<file path="src/rtl/wb_mux_n_wdt.sv">
// Wishbone classic 1:N interconnect with address-window filter, decode-error
// response, per-transaction watchdog, master-abort handling and sticky fault IRQ.
module wb_mux_n_wdt #(
   parameter int                          N_SLAVES    = 4,
   parameter int                          ADDR_W      = 32,
   parameter int                          DATA_W      = 32,
   parameter logic [ADDR_W-1:0]           FILTER_MASK = 32'hff00_0000,
   parameter logic [ADDR_W-1:0]           FILTER_ADDR = 32'h3000_0000,
   parameter logic [N_SLAVES*ADDR_W-1:0]  SLAVE_ADDR  = {N_SLAVES{32'h0}},
   parameter logic [N_SLAVES*ADDR_W-1:0]  SLAVE_MASK  = {N_SLAVES{32'hffff_0000}},
   parameter int                          TIMEOUT     = 255
) (
   input  logic                            wb_clk_i,
   input  logic                            wb_rst_i,
   input  logic [ADDR_W-1:0]               wbm_adr_i,
   input  logic [DATA_W-1:0]               wbm_dat_i,
   input  logic [DATA_W/8-1:0]             wbm_sel_i,
   input  logic                            wbm_we_i,
   input  logic                            wbm_cyc_i,
   input  logic                            wbm_stb_i,
   output logic [DATA_W-1:0]               wbm_dat_o,
   output logic                            wbm_ack_o,
   output logic                            wbm_err_o,
   output logic                            wbm_rty_o,
   output logic [N_SLAVES*ADDR_W-1:0]      wbs_adr_o,
   output logic [N_SLAVES*DATA_W-1:0]      wbs_dat_o,
   output logic [N_SLAVES*DATA_W/8-1:0]    wbs_sel_o,
   output logic [N_SLAVES-1:0]             wbs_we_o,
   output logic [N_SLAVES-1:0]             wbs_cyc_o,
   output logic [N_SLAVES-1:0]             wbs_stb_o,
   input  logic [N_SLAVES*DATA_W-1:0]      wbs_dat_i,
   input  logic [N_SLAVES-1:0]             wbs_ack_i,
   input  logic [N_SLAVES-1:0]             wbs_err_i,
   input  logic [N_SLAVES-1:0]             wbs_rty_i,
   input  logic                            fault_clr_i,
   output logic                            fault_irq_o,
   output logic [1:0]                      fault_status_o
);
   localparam int SEL_W = DATA_W / 8;
   localparam int IDX_W = (N_SLAVES > 1) ? $clog2(N_SLAVES) : 1;
   localparam int WD_W  = $clog2(TIMEOUT + 1);

   typedef enum logic [1:0] {IDLE, ACTIVE, RESP} state_t;

   typedef struct packed {
      logic [ADDR_W-1:0] adr;
      logic [DATA_W-1:0] dat;
      logic [SEL_W-1:0]  sel;
      logic              we;
   } req_t;

   state_t              state;
   req_t                req_r;
   logic [IDX_W-1:0]    idx;
   logic [N_SLAVES-1:0] cyc_oh;
   logic [WD_W-1:0]     wd;
   logic                rsp_ack, rsp_err, rsp_rty;
   logic [DATA_W-1:0]   rsp_dat;

   logic                hit;
   logic [IDX_W-1:0]    hit_idx;
   logic                term_busy, req;
   logic                s_ack, s_err, s_rty, s_any, wd_expired;
   logic [DATA_W-1:0]   s_dat;
   logic [1:0]          fault_set, fault_nxt;

   // Descending scan so the lowest matching index is the last assignment.
   always_comb begin
      hit     = 1'b0;
      hit_idx = '0;
      for (int i = N_SLAVES - 1; i >= 0; i--) begin
         if ((wbm_adr_i & SLAVE_MASK[i*ADDR_W +: ADDR_W]) == SLAVE_ADDR[i*ADDR_W +: ADDR_W]) begin
            hit     = 1'b1;
            hit_idx = IDX_W'(i);
         end
      end
   end

   // While a termination pulse is out the master still presents the old request.
   assign term_busy  = wbm_ack_o | wbm_err_o | wbm_rty_o;
   assign req        = wbm_cyc_i & wbm_stb_i & ~term_busy &
                       ((wbm_adr_i & FILTER_MASK) == FILTER_ADDR);

   assign s_ack      = wbs_ack_i[idx];
   assign s_err      = wbs_err_i[idx];
   assign s_rty      = wbs_rty_i[idx];
   assign s_dat      = wbs_dat_i[idx*DATA_W +: DATA_W];
   assign s_any      = s_ack | s_err | s_rty;
   assign wd_expired = (wd == WD_W'(TIMEOUT - 1));

   assign fault_set[0] = (state == IDLE) & req & ~hit;
   assign fault_set[1] = (state == ACTIVE) & wbm_cyc_i & ~s_any & wd_expired;
   assign fault_nxt    = (fault_status_o & ~{2{fault_clr_i}}) | fault_set;

   always_ff @(posedge wb_clk_i) begin
      if (wb_rst_i) begin
         state          <= IDLE;
         req_r          <= '0;
         idx            <= '0;
         cyc_oh         <= '0;
         wd             <= '0;
         rsp_ack        <= 1'b0;
         rsp_err        <= 1'b0;
         rsp_rty        <= 1'b0;
         rsp_dat        <= '0;
         wbm_ack_o      <= 1'b0;
         wbm_err_o      <= 1'b0;
         wbm_rty_o      <= 1'b0;
         wbm_dat_o      <= '0;
         fault_status_o <= 2'b00;
         fault_irq_o    <= 1'b0;
      end else begin
         wbm_ack_o      <= 1'b0;
         wbm_err_o      <= 1'b0;
         wbm_rty_o      <= 1'b0;
         fault_status_o <= fault_nxt;
         fault_irq_o    <= |fault_nxt;
         case (state)
            IDLE: begin
               if (req) begin
                  req_r.adr <= wbm_adr_i;
                  req_r.dat <= wbm_dat_i;
                  req_r.sel <= wbm_sel_i;
                  req_r.we  <= wbm_we_i;
                  if (hit) begin
                     idx    <= hit_idx;
                     cyc_oh <= N_SLAVES'(1) << hit_idx;
                     wd     <= '0;
                     state  <= ACTIVE;
                  end else begin
                     rsp_ack <= 1'b0;
                     rsp_err <= 1'b1;
                     rsp_rty <= 1'b0;
                     rsp_dat <= '0;
                     state   <= RESP;
                  end
               end
            end
            ACTIVE: begin
               if (!wbm_cyc_i) begin
                  cyc_oh <= '0;
                  state  <= IDLE;
               end else if (s_any) begin
                  cyc_oh  <= '0;
                  rsp_err <= s_err;
                  rsp_rty <= ~s_err & s_rty;
                  rsp_ack <= ~s_err & ~s_rty;
                  rsp_dat <= s_err ? '0 : s_dat;
                  state   <= RESP;
               end else if (wd_expired) begin
                  cyc_oh  <= '0;
                  rsp_ack <= 1'b0;
                  rsp_err <= 1'b1;
                  rsp_rty <= 1'b0;
                  rsp_dat <= '0;
                  state   <= RESP;
               end else begin
                  wd <= wd + WD_W'(1);
               end
            end
            RESP: begin
               wbm_ack_o <= rsp_ack;
               wbm_err_o <= rsp_err;
               wbm_rty_o <= rsp_rty;
               wbm_dat_o <= rsp_dat;
               state     <= IDLE;
            end
            default: state <= IDLE;
         endcase
      end
   end

   for (genvar g = 0; g < N_SLAVES; g++) begin : g_port
      assign wbs_adr_o[g*ADDR_W +: ADDR_W] = req_r.adr;
      assign wbs_dat_o[g*DATA_W +: DATA_W] = req_r.dat;
      assign wbs_sel_o[g*SEL_W +: SEL_W]   = req_r.sel;
      assign wbs_we_o[g]                   = cyc_oh[g] & req_r.we;
   end
   assign wbs_cyc_o = cyc_oh;
   assign wbs_stb_o = cyc_oh;
endmodule
</file>
<file path="config.mk">
export PLATFORM = sky130hd
export DESIGN_NAME = wb_mux_n_wdt
export DESIGN_NICKNAME = d
export VERILOG_FILES = /design/src/rtl/wb_mux_n_wdt.sv
export SDC_FILE = /design/constraint.sdc
export NUM_CORES = 1
export LEC_CHECK = 0
export CELL_PAD_IN_SITES_DETAIL_PLACEMENT = 0
export CELL_PAD_IN_SITES_GLOBAL_PLACEMENT = 2
export CORE_UTILIZATION = 17
export CTS_CLUSTER_SIZE = 20
export DETAILED_ROUTE_END_ITERATION = 12
export PLACE_DENSITY_LB_ADDON = 0.3
export SLEW_MARGIN = 30
export SYNTH_ARGS = -nofsm -noshare
export SYNTH_HDL_FRONTEND = slang
export SYNTH_SLANG_ARGS = --single-unit
export TNS_END_PERCENT = 5
</file>
<file path="constraint.sdc">
create_clock -name wb_clk_i -period 2 [get_ports wb_clk_i]
set_input_delay 0.5 -clock wb_clk_i [delete_from_list [all_inputs] [get_ports wb_clk_i]]
set_output_delay 0.5 -clock wb_clk_i [all_outputs]
set_load 0.1 [all_outputs]
</file>
==> results.toml, run 1 <==
[clock_network]
path_clk_slew_ns = 0.07
cts_buffers = 17
numClockSinks = 153
root_buffer = "clkbuf_16"
insertion_delay_ns = 0.43
cts-hold-fix-buffers = 0
cts_max_level = 4
cts_max_path_buffers = 2
cts_tree = "done"

[synthesis]
synth_edf_count = 0
synthArstFlopShare_pct = 0
synth_top_area_cell = "dfxtp_1"
synth_area_leaders = "dfxtp_1, buf_4, mux2i_1"
synth_top_area_share_pct = 40.7
synth_commonest_cells = "buf_4, dfxtp_1, nor2_1"
synth.yosys.warnings = 0
ys_ff_latch = 153
yosys.cell_types.count = 41
synthFlopType = "dfxtp_1"
synthMostInstantiatedCell = "buf_4"
postSynthAreaPerCell_um2 = 9.18
netlist_instances = 819
ys_seq_area_share_pct = 40.7
syn_area_mm2 = 0.00752

[sta]
rsz0062_at_grt = "true"
max_slew_margin_pct = 62.7
whs_ns = 0.385
period_minus_slack_ns = 2.03
hold_viol = 0
setup_ws_ns = -0.0347
drv_slew = 0
setup_viol = 15
fin_crit_sh_pct = 102
skew_ns = 0.00809
fmax_mhz = 491
worst_slew_pin_slew_ns = 0.558

[critical_path]
crit_type = "flop to flop"
r2r_cells = 7
worst-path-max-fanout = 5
cp_data_required_time_ns = 2.30
end_kind = "flop"
rrSetupSlack_ns = -0.03
start_kind = "flop"
critPathArrivalTime_ns = 2.34

[drt]
avgRoutedWirePerCell_um = 15.6
dr.pass1.iters = 4
drtIter0Drc = 204
viasPerCell = 3.54
drcViolationCount = 0
wirelength_um = 24900
vias = 5679
antenna_left = 0

[grt]
grtUsageTotal_pct = 10.8
grt_max_degree = 71
antenna_found_initial = 0
grt-ovfl-total = 0
grt_pass1_wl_um = 35900
grt_pass1_vias = 5446

[final_layout]
stdcell_count = 1602
syn2layout_area_growth_pct = 91.0
postLayoutCellArea_mm2 = 0.0144
layout-drive-gt1-share_pct = 40.8
final_nets = 1220
antenna_cells = 0

[floorplanning]
core_area_mm2 = 0.0434
rows = 76
initial_utilization_pct = 17.3
pin_count = 536
die_area_mm2 = 0.0451
die_x_um = 212
die-height_um = 212

[hold_path]
hold_depth = 2
hold_path.class = "input pin to flop"

[power_and_ir_drop]
p_total_mw = 6.95
power_density_mw_per_mm2 = 484
ir_drop_v = 0.000541
p_leak_nw = 5.35

[placed_design]
place_area_mm2 = 0.0134
io_buffers = 421
post-place-ws_ns = -0.626
dp_cells = 1556
hpwl_um = 18800
routabilityCongestion = 0.701

[run]
cap_violations = 0

[status]
violations = "setup timing"
outcome = "finished, violations left"
## stage by stage
step                util (%)  setup TNS (ns)
finish                  33.1          -0.277
global route            33.1           -3.15
CTS                     33.0           -1.65
detailed placement      31.0          -59.33
global placement        31.0          -61.77
floorplan                  -               0
## flip-flops by register name, indices dropped and copies added (netlist names)
signal and cells:
wbs_sel_o 4, fault_irq_o 1, wbm_ack_o 1, wbs_dat_o 32, wbs_cyc_o 1, wbm_dat_o 32, wd 8, wbm_err_o 1
rsp_dat 32, req_r 1, state 2, wbm_rty_o 1, rsp_err 1, rsp_rty 1, fault_status_o 2, wbs_adr_o 32
rsp_ack 1
## worst max-delay path: stages (launching register included)
cell	delay, ns
dfxtp_2	0.32
or4b_4	0.53
and4bb_4	0.35
buf_6	0.11
buf_12	0.11
bufbuf_16	0.26
mux2i_1	0.17
nor2_1	0.05
## cells in the final DEF (no fill, tap or decap), drive strengths merged, types with 2 or more instances in the layout
cell type and count:
nand3 6, nor2b 4, o21ai 5, clkbuf 19, or3 4, nor4 6
nor2 79, dfxtp 153, bufinv 3, nand4 2, nand2 69, a21oi 37
and2 2, a22o 32, conb 9, dlygate4sd2 5, buf 368, a211oi 3
mux2i 63, clkinvlp 2, a31oi 2, nor3 3, inv 5, nor3b 8
clkdlybuf4s50 101, nand2b 4, ha 2, clkinv 6
## metal layers
| metal | routed length [um] | vias to the layer above | GRT usage [%] |
|---|---|---|---|
| li1 | - | 2774 | - |
| met1 | 9480 | 2652 | 11.9 |
| met2 | 12600 | 246 | 18.5 |
| met3 | 2660 | 7 | 5.11 |
| met4 | 184 | 0 | 2.70 |
| met5 | 0 | - | 0 |
## layout make-up
cell class | instances | area (um^2)
clock inverters | 13 | 168
repair buffers | 476 | 7720
fillers | 4334 | 29000
multi-input cells | 353 | 2200
flip-flops and latches | 153 | 3070
inverters | 3 | 11.3
well taps | 585 | 732
clock buffers | 19 | 454
## cells by family (layout without fill, tap and decap cells)
| logic type | count (synthesis) | count (layout) | synth area share [%] |
|---|---|---|---|
| buffers and inverters | 321 | 511 | 31.1 |
| AND/OR/NAND/NOR | 193 | 193 | 11.5 |
| flip-flops | 153 | 153 | 40.7 |
| AO/OA/AOI/OAI | 84 | 84 | 7.60 |
| multiplexers | 64 | 64 | 8.54 |
| adder cells (fa/ha/maj) | 2 | 2 | 0.333 |
| other | 1 | 9 | 0.0499 |
| XOR/XNOR | 1 | 1 | 0.116 |
## path summary, 6_finish.rpt
path	start	endpoint
max	wbm_rty_o	wbs_adr_o[6]
min	wb_rst_i	wd[1]
max reg2reg	wbm_rty_o	wbs_adr_o[6]
min reg2reg	rsp_dat[5]	wbm_dat_o[5]
## timing repair
| action | 4_1_cts | 5_1_grt |
|---|---|---|
| gates cloned | 5 | 0 |
| buffers inserted | 10 | 1 |
| pin swaps | 4 | 2 |
| resized for setup | 22 | 9 |
| setup endpoints to repair | 91 | 89 |
## power breakdown
group	internal, mW	total [mW]	leakage [nW]	switching, mW
sequential	3.04	3.05	1.23	0.00324
clock	2.05	3.46	0.299	1.41
combinational	0.233	0.448	3.82	0.215
total	5.33	6.95	5.35	1.62
Power figures use the tool's default switching activity.
==> inputs of run 2 (changes only) <==
CAP_MARGIN = 10   (was unset)
==> results of run 2 <==
Same layout as run 1: the final DEF is identical, and so are final timing and power.
